**config.mk**
```make
export PLATFORM = sky130hd
export DESIGN_NAME = disp_src_scheduler
export DESIGN_NICKNAME = d
export VERILOG_FILES = /design/src/rtl/disp_src_scheduler_pkg.sv /design/src/rtl/ms_tick_gen.sv /design/src/rtl/disp_src_scheduler.sv
export SDC_FILE = /design/constraint.sdc
export NUM_CORES = 1
export LEC_CHECK = 0
export ABC_AREA = 1
export BUFFER_PORTS_ARGS = -buffer_cell sky130_fd_sc_hd__buf_4
export CAP_MARGIN = 25
export CORE_MARGIN = 1
export CORE_UTILIZATION = 45
export CTS_CLUSTER_DIAMETER = 150
export DETAILED_ROUTE_END_ITERATION = 8
export GPL_ROUTABILITY_DRIVEN = 0
export GPL_TIMING_DRIVEN = 0
export PLACE_DENSITY_LB_ADDON = 0.12
export SYNTH_ARGS = -nofsm -noshare
export SYNTH_HDL_FRONTEND = slang
export SYNTH_SLANG_ARGS = --single-unit
```
**constraint.sdc**
```tcl
create_clock -name clk_100MHz -period 2.4 [get_ports clk_100MHz]
set_input_delay 0.12 -clock clk_100MHz [delete_from_list [all_inputs] [get_ports clk_100MHz]]
set_output_delay 0.12 -clock clk_100MHz [all_outputs]
set_load 0.01 [all_outputs]
```
**src/rtl/disp_src_scheduler_pkg.sv**
```systemverilog
// Shared definitions for the display source scheduler.
// Holds state encodings, display widths and the round-robin search.
package disp_src_scheduler_pkg;

  localparam int DEFAULT_TICK_CYCLES = 100_000;
  localparam int DISP_DW = 16;

  typedef enum logic [1:0] {
    ST_IDLE = 2'd0,
    ST_ARB  = 2'd1,
    ST_SHOW = 2'd2,
    ST_PIN  = 2'd3
  } state_t;

  // Nearest requester after last wins; k=1 is assigned last.
  function automatic logic [1:0] rr_pick(
    input logic [3:0] req,
    input logic [1:0] last,
    input int         n
  );
    logic [1:0] w;
    int idx;
    w = '0;
    for (int k = n; k >= 1; k--) begin
      idx = (int'(last) + k) % n;
      if (req[idx[1:0]]) w = idx[1:0];
    end
    return w;
  endfunction

endpackage

```
**src/rtl/ms_tick_gen.sv**
```systemverilog
// Millisecond prescaler with synchronous clear.
// tick is high for one cycle every TICK_CYCLES enabled cycles.
module ms_tick_gen
  import disp_src_scheduler_pkg::*;
#(
  parameter int TICK_CYCLES = DEFAULT_TICK_CYCLES
) (
  input  logic clk_100MHz,
  input  logic rst_n,
  input  logic clr,
  output logic tick
);

  localparam int PW = (TICK_CYCLES > 1) ? $clog2(TICK_CYCLES) : 1;

  logic [PW-1:0] cnt;

  assign tick = !clr && (cnt == PW'(TICK_CYCLES - 1));

  always_ff @(posedge clk_100MHz or negedge rst_n) begin
    if (!rst_n) begin
      cnt <= '0;
    end else if (clr || tick) begin
      cnt <= '0;
    end else begin
      cnt <= cnt + 1'b1;
    end
  end

endmodule

```
**src/rtl/disp_src_scheduler.sv**
```systemverilog
// Time-shares the seven-segment display between several 16-bit sources.
// Round-robin with per-grant dwell, plus a manual pin override.
module disp_src_scheduler
  import disp_src_scheduler_pkg::*;
#(
  parameter int N_SRC       = 4,
  parameter int DW          = DISP_DW,
  parameter int TICK_CYCLES = DEFAULT_TICK_CYCLES,
  parameter int HOLD_MS     = 1000
) (
  input  logic                clk_100MHz,
  input  logic                rst_n,
  input  logic [N_SRC*DW-1:0] src_data,
  input  logic [N_SRC-1:0]    src_req,
  input  logic                pin_en,
  input  logic [1:0]          pin_sel,
  output logic [DW-1:0]       disp_val,
  output logic [1:0]          disp_src,
  output logic                disp_valid,
  output logic [N_SRC-1:0]    src_gnt,
  output logic                dwell_done
);

  localparam int MSW = $clog2(HOLD_MS + 1);
  localparam logic [N_SRC-1:0] ONE =
    {{(N_SRC-1){1'b0}}, 1'b1};

  state_t state, nxt;

  logic [1:0]       last, last_d;
  logic [1:0]       win, psel, src_d;
  logic [3:0]       req4;
  logic             any_req, tick, expire, in_show;
  logic [MSW-1:0]   ms_cnt;
  logic [DW-1:0]    word [4];
  logic [DW-1:0]    val_d;
  logic [N_SRC-1:0] gnt_d;
  logic             done_d;

  for (genvar i = 0; i < 4; i++) begin : g_word
    if (i < N_SRC) begin : g_on
      assign word[i] = src_data[i*DW +: DW];
    end else begin : g_off
      assign word[i] = '0;
    end
  end

  always_comb begin
    req4 = '0;
    req4[N_SRC-1:0] = src_req;
  end

  assign any_req = |src_req;
  assign psel    = (int'(pin_sel) < N_SRC) ? pin_sel : 2'd0;
  assign win     = rr_pick(req4, last, N_SRC);
  assign in_show = (state == ST_SHOW);
  assign expire  = in_show && tick
                && (ms_cnt == MSW'(HOLD_MS - 1));

  assign disp_valid = (state == ST_SHOW)
                   || (state == ST_PIN);

  ms_tick_gen #(
    .TICK_CYCLES(TICK_CYCLES)
  ) u_tick (
    .clk_100MHz(clk_100MHz),
    .rst_n     (rst_n),
    .clr       (!in_show),
    .tick      (tick)
  );

  always_ff @(posedge clk_100MHz or negedge rst_n) begin
    if (!rst_n) begin
      ms_cnt <= '0;
    end else if (!in_show) begin
      ms_cnt <= '0;
    end else if (tick) begin
      ms_cnt <= ms_cnt + 1'b1;
    end
  end

  always_ff @(posedge clk_100MHz or negedge rst_n) begin
    if (!rst_n) begin
      state <= ST_IDLE;
    end else begin
      state <= nxt;
    end
  end

  always_comb begin
    nxt = state;
    unique case (state)
      ST_IDLE: if (any_req) nxt = ST_ARB;
      ST_ARB:  nxt = any_req ? ST_SHOW : ST_IDLE;
      ST_SHOW: begin
        if (!req4[disp_src] || expire) nxt = ST_ARB;
      end
      ST_PIN:  nxt = ST_ARB;
      default: nxt = ST_IDLE;
    endcase
    if (pin_en) nxt = ST_PIN;
  end

  // A drop on the same cycle as expiry is a drop: no dwell_done.
  always_comb begin
    val_d  = disp_val;
    src_d  = disp_src;
    gnt_d  = src_gnt;
    done_d = 1'b0;
    last_d = last;
    if (nxt == ST_PIN) begin
      src_d = psel;
      gnt_d = ONE << psel;
      val_d = word[psel];
    end else if (nxt == ST_SHOW) begin
      if (state == ST_ARB) begin
        src_d  = win;
        gnt_d  = ONE << win;
        val_d  = word[win];
        last_d = win;
      end else begin
        val_d = word[disp_src];
      end
    end else begin
      gnt_d  = '0;
      done_d = expire && req4[disp_src];
      if (state == ST_PIN) last_d = psel;
    end
  end

  always_ff @(posedge clk_100MHz or negedge rst_n) begin
    if (!rst_n) begin
      disp_val   <= '0;
      disp_src   <= '0;
      src_gnt    <= '0;
      dwell_done <= 1'b0;
      last       <= 2'(N_SRC - 1);
    end else begin
      disp_val   <= val_d;
      disp_src   <= src_d;
      src_gnt    <= gnt_d;
      dwell_done <= done_d;
      last       <= last_d;
    end
  end

endmodule

```
**Yosys cells after proc, flatten, opt, wreduce, memory -nomap -nowiden**

Index checks and enable logic that the tools add are counted.

- Bits in registers: 54
- Bits of input ports: 73
- Output and inout port bits: 24
- Word-level logic and storage cells: 98

- $add $sub $neg: 6
- Order comparisons: 8
- Eq/ne operators: 10
- Shift-type cells: 2
- Multiplexer cells: 44
- Bitwise logic cells: 4
- Reductions and logical operators: 16

Operator list:

| kind | count |
|---|---|
| $mux 16 | 9 |
| $bmux 16 s2 | 3 |
| $mux 2 | 13 |
| $mux 10 | 2 |
| $add 17x1->17 const B | 1 |
| $eq 17x17->1 const B | 1 |
| $mux 17 | 1 |
| $lt 2x3->1 const B | 5 |
| $mux 4 | 3 |
| $add 10x1->10 const B | 1 |
| $bmux 1 s2 | 5 |
| $eq 10x10->1 const B | 1 |
| $ge 3x3->1 const B | 3 |
| $not 2->3 | 3 |
| $eq 2x2->1 const B | 4 |
| $pmux 2 s4 | 1 |
| $shl 1x2->4 const A | 2 |
| $mux 1 | 7 |
| $reduce_bool 2->1 | 3 |
| $add 2x1->2 const B | 2 |
| $add 2x2->2 const B | 2 |
| $logic_and 1x1->1 | 4 |
| $reduce_or 4->1 | 1 |
| $logic_or 1x1->1 | 3 |
| other kinds (9) | 10 |

**Longest topological paths before layout**

- Word-level depth: 14
- Mapped depth: 17
- Gate-level depth less buffers: 17

**By module**

Synthesis repeated with hierarchy kept, for this count alone.

- Cells, all modules: 744
- Area, all modules: 4774.6 um2

By module, submodules not included:

| module | instances | cells each | area each (um2) | seq. area each (um2) |
|---|---|---|---|---|
| disp_src_scheduler | 1 | 616 | 3801.1 | 928.4 |
| ms_tick_gen | 1 | 128 | 973.4 | 425.4 |

**Least setup slack after synthesis**

No wires, ideal clock.

- Path kind: reg2reg
- Start: register last[0]
- End: register disp_val[5]
- Library setup time: 0.120 ns
- Arrival: 1.735 ns
- Data required time: 2.280 ns
- Slack: 0.545 ns
- Stages on the path, launching flop included: 18
- Path buffers: 2
- Period minus slack after synthesis: 1.855 ns
- Cells stage by stage: dfstp_2 buf_4 inv_4 nand2_1 nand3_1 nand2_1 inv_1 nand2_2 nand2_2 nand2_4 nand2_4 buf_4 nand2_1 nand2_1 nand2_1 nand3_1 nand2_1 a21oi_1

- Word-level cells in the longest chain between the ends: 14
- Elaborated cells on any way between the ends: 23
- Those cells by class: add/sub (4); mux (18); bitwise (1)

RTL lines:

| item | line | text |
|---|---|---|
| start: declaration | disp_src_scheduler.sv:30 | `logic [1:0] last, last_d;` |
| start signal: assignment | disp_src_scheduler.sv:137 | `last <= 2'(N_SRC - 1);` |
| start signal: assignment | disp_src_scheduler.sv:143 | `last <= last_d;` |
| $add 2x1->2 | disp_src_scheduler_pkg.sv:25 | `idx = (int'(last) + k) % n;` |
| $bmux 1 s2 | disp_src_scheduler_pkg.sv:26 | `if (req[idx[1:0]]) w = idx[1:0];` |
| $mux 1 (implied by the code) | disp_src_scheduler_pkg.sv:26 |  |
| $mux 2 (3 in series) | disp_src_scheduler_pkg.sv:26 |  |
| $mux 2 (*) | disp_src_scheduler_pkg.sv:26 |  |
| $not 2->3 (implied by the code) (*) | disp_src_scheduler.sv:119 | `val_d = word[win];` |
| $bmux 16 s2 (*) | disp_src_scheduler.sv:119 |  |
| $mux 16 (implied by the code) (*) (2 in series) | disp_src_scheduler.sv:119 |  |
| $mux 16 (*) | disp_src_scheduler.sv:116 | `if (state == ST_ARB) begin` |
| $mux 16 (*) | disp_src_scheduler.sv:115 | `end else if (nxt == ST_SHOW) begin` |
| $mux 16 (*) | disp_src_scheduler.sv:111 | `if (nxt == ST_PIN) begin` |
| end signal: assignment | disp_src_scheduler.sv:139 | `disp_val <= val_d;` |
| end: declaration | disp_src_scheduler.sv:17 | `output logic [DW-1:0] disp_val,` |

Every way passes the cells marked *; elsewhere a longest branch is shown, timed or not. The select of a mux whose other input is x is not followed.
A chain may end at the register's enable or synchronous reset.

**Worst setup path in the final report**

- Start: register last[0]
- End: register disp_val[3]

The elaborated chain is that of the path after synthesis.

==> summary.md <==
| Metric | Value |
|---|---|
| Critical Path End Type | flip-flop |
| Slew of the pin with the lowest slew margin | 889.4 ps |
| Sw Pwr | 3.062 mW |
| HPWL after DPL | 10,890 um |
| Count leader, synth | nand2_1 |
| Vias in the first global route | 5,257 |
| Syn_nets | 825 |
| Layout cells sized above 1 | 16.57% |
| Synth Cell Area | 0.004526 mm2 |
| CTS tree | built |
| Final setup skew | 20.05 ps |
| Num CTS Buffers | 5 |
| Chip width | 102.3 um |
| Largest net degree at the start of global routing | 55 |
| Vias post-DR | 5,510 |
| GRT Total Usage | 29.53% |
| DRT antenna net count | 0 |
| Int Pwr | 2.670 mW |
| Sink Count | 54 |
| Starting density of the core | 46.30% |
| Worst EP required | 2670 ps |
| # nets final | 931 |
| Number of H-tree levels | 2 |
| Fill cells | 974 |
| Asr flop ratio synth | 100.0% |
| Cell Rows | 36 |
| Power per cell area | 1029 mW/mm2 |
| Sw Share | 53.42% |
| Synth area leader | dfrtp_1 |
| Clock share of power | 9.7% |
| Peak VDD IR | 564.1 uV |
| Combinational Power Share | 69.2% |
| Worst slew margin relative to its limit | 40.49% |
| Maximum buffer depth of the clock tree | 2 |
| CTS Root Cell | clkbuf_8 |
| Core region area | 0.009774 mm2 |
| Ranking of synthesized cells by area | dfrtp_1 29%, nand2_1 15%, inv_1 8.5% |
| Setup WS pre-CTS | 141.0 ps |
| Final hold vios | 0 |
| Die area | 0.01046 mm2 |
| DRT Pass-1 Iters | 5 |
| GRT overflow | 0 |
| Ys flop type | dfrtp_1 |
| CP arrival | 2490 ps |
| Antenna Cells | 0 |
| Maximum clock frequency | 449.9 MHz |
| Area growth from synthesis to layout | 23.09% |
| DR WL/cell | 15.32 um |
| Final setup viols | 0 |
| Max FO, Critical Path | 10 |
| # IOs | 97 |
| I/O Buffers | 95 |
| Die height | 102.3 um |
| Pins Over Slew Limit | 0 |
| Seq/Total Area, Yosys | 29.91% |
| Hold/Removal Path Class | in -> reg |
| MaxCap Viol Count | 0 |
| Sequential power share | 21.1% |
| Clk_lat worst skew | 330 ps |
| Iter 0 DRT Violations | 441 |
| Critical Path Start Type | flip-flop |
| Final worst path period need | 2223 ps |
| Period Utilization, post-route | 92.62% |
| Syn Inst Count | 750 |
| Post-route setup slack | 177.1 ps |
| Post-synth EDFFs | 0 |
| Post-Syn Area per Cell | 6.034 um2 |
| Yosys warning count | 0 |
| DRC violations left | 0 |
| Distinct cell type count of the synthesized netlist | 38 |
| Status | completed |
| Yosys top cell area share | 28.75% |
| Clock transition at the registers of the reported paths | 120 ps |
| Setup_tns | 0 ps |
| Leakage power | 2.849 nW |
| Commonest cells post-synth | 180 x nand2_1, 102 x inv_1, 89 x nor2_1, 72 x o21ai_0, 69 x nand3_1 |
| Critical setup path kind | reg -> reg |
| Total routed wirelength | 15,170 um |
| First-pass GRT wire length | 24,280 um |
| Initial antenna violation count | 0 |
| Unrepaired setup endpoints after global routing | no |
| Synthesized flop and latch total | 54 |
| Drt via density | 5.566 |
layer usage:
metal,vias to the layer above,routed length [um],global-route usage [%]
met4,0,371,13.41
met1,2525,6055,36.26
met2,285,7369,49.77
met5,-,0,0
li1,2661,-,-
met3,39,1371,6.088
power groups by stage:
stage,Combinational [mW],Clock (mW),Sequential (mW)
after floorplan,2.52,0,1.27
after global placement,3.70,0,1.22
after detailed placement,3.77,0,1.22
after CTS,3.79,0.574,1.21
after global routing,4.36,0.607,1.23
final,3.97,0.556,1.21
registers in the layout (all words and copies together), names as in the netlist:
name	cells
disp_src	2
disp_val	16
dwell_done	1
last	2
ms_cnt	10
src_gnt	4
state	2
u_tick.cnt	17
repair_timing:
action	CTS	global route
hold endpoints to repair	52	0
hold buffers	1	0
setup endpoints to repair	0	23
resized for setup	0	15
setup buffers	0	3
placed cells by master (no fill, tap or decap), types with 3 or more instances in the layout:
| master | count |
|---|---|
| clkbuf_8 | 5 |
| o22ai_1 | 14 |
| nand3_1 | 68 |
| nor3_1 | 7 |
| nand2_2 | 4 |
| o21ai_0 | 72 |
| clkbuf_1 | 18 |
| buf_2 | 5 |
| a22oi_1 | 10 |
| a21oi_1 | 68 |
| nor3b_1 | 3 |
| nand2_1 | 180 |
| buf_4 | 102 |
| nand4_1 | 6 |
| o211ai_1 | 9 |
| dfrtp_1 | 52 |
| nand2_4 | 3 |
| inv_1 | 102 |
| inv_2 | 3 |
| nor2_1 | 89 |
layout make-up:
type                       count  area, um2  share of cell area (%)
buffer                        34      173.9                   3.122
clock buffer                   5      68.82                   1.235
clock inverter                 3      23.77                  0.4268
inverter                     108      407.9                   7.323
multi-input combinational    554       2630                   47.21
sequential                    54       1354                   24.30
tap                          133      166.4                   2.987
timing repair buffer          99      745.7                   13.39
worst max-delay path, cell delays in order, from the launching register on:
cell	delay, ps
dfstp_2	530
buf_4	160
inv_4	70
nand2_1	90
nand3_1	90
nand2_1	80
inv_1	40
nand2_2	90
nand2_2	70
nand2_4	150
nand2_4	120
nor2_2	350
a21oi_1	130
nand3_1	80
nand2_1	70
nand2_1	50
per-stage QoR:
stage               util, %  instances  power, mW  area [um2]  hold WS [ps]
floorplan                 -        750      3.797        4526        -175.6
global placement      55.30        978      4.923        5405         223.6
detailed placement    55.30        978      4.998        5405         227.9
CTS                   56.35        987      5.576        5508         100.1
global route          56.99        990      6.194        5570         124.1
finish                56.99        990      5.732        5570         110.6
kinds of logic (layout without fill, tap and decap cells):
group	count (synthesis)	after routing	share of synthesized area, %
flip-flops	54	54	29.91
buffers and inverters	142	249	12.47
AO/OA/AOI/OAI	179	179	21.62
AND/OR/NAND/NOR	371	371	35.06
XOR/XNOR	2	2	0.3871
adder cells (fa/ha/maj)	2	2	0.5529
worst paths after layout:
check | from | endpoint | slack [ps] | cells after the start
max | last[0] | disp_val[3] | 180 | 15
min | src_data[38] | disp_val[6] | 110 | 5
max reg2reg | last[0] | disp_val[3] | 180 | 15
min reg2reg | u_tick.cnt[0] | u_tick.cnt[0] | 480 | 1
max in group asynchronous | rst_n | u_tick.cnt[0] | 1540 | 2
min in group asynchronous | rst_n | disp_src[1] | 390 | 2
Power figures use the tool's default switching activity.
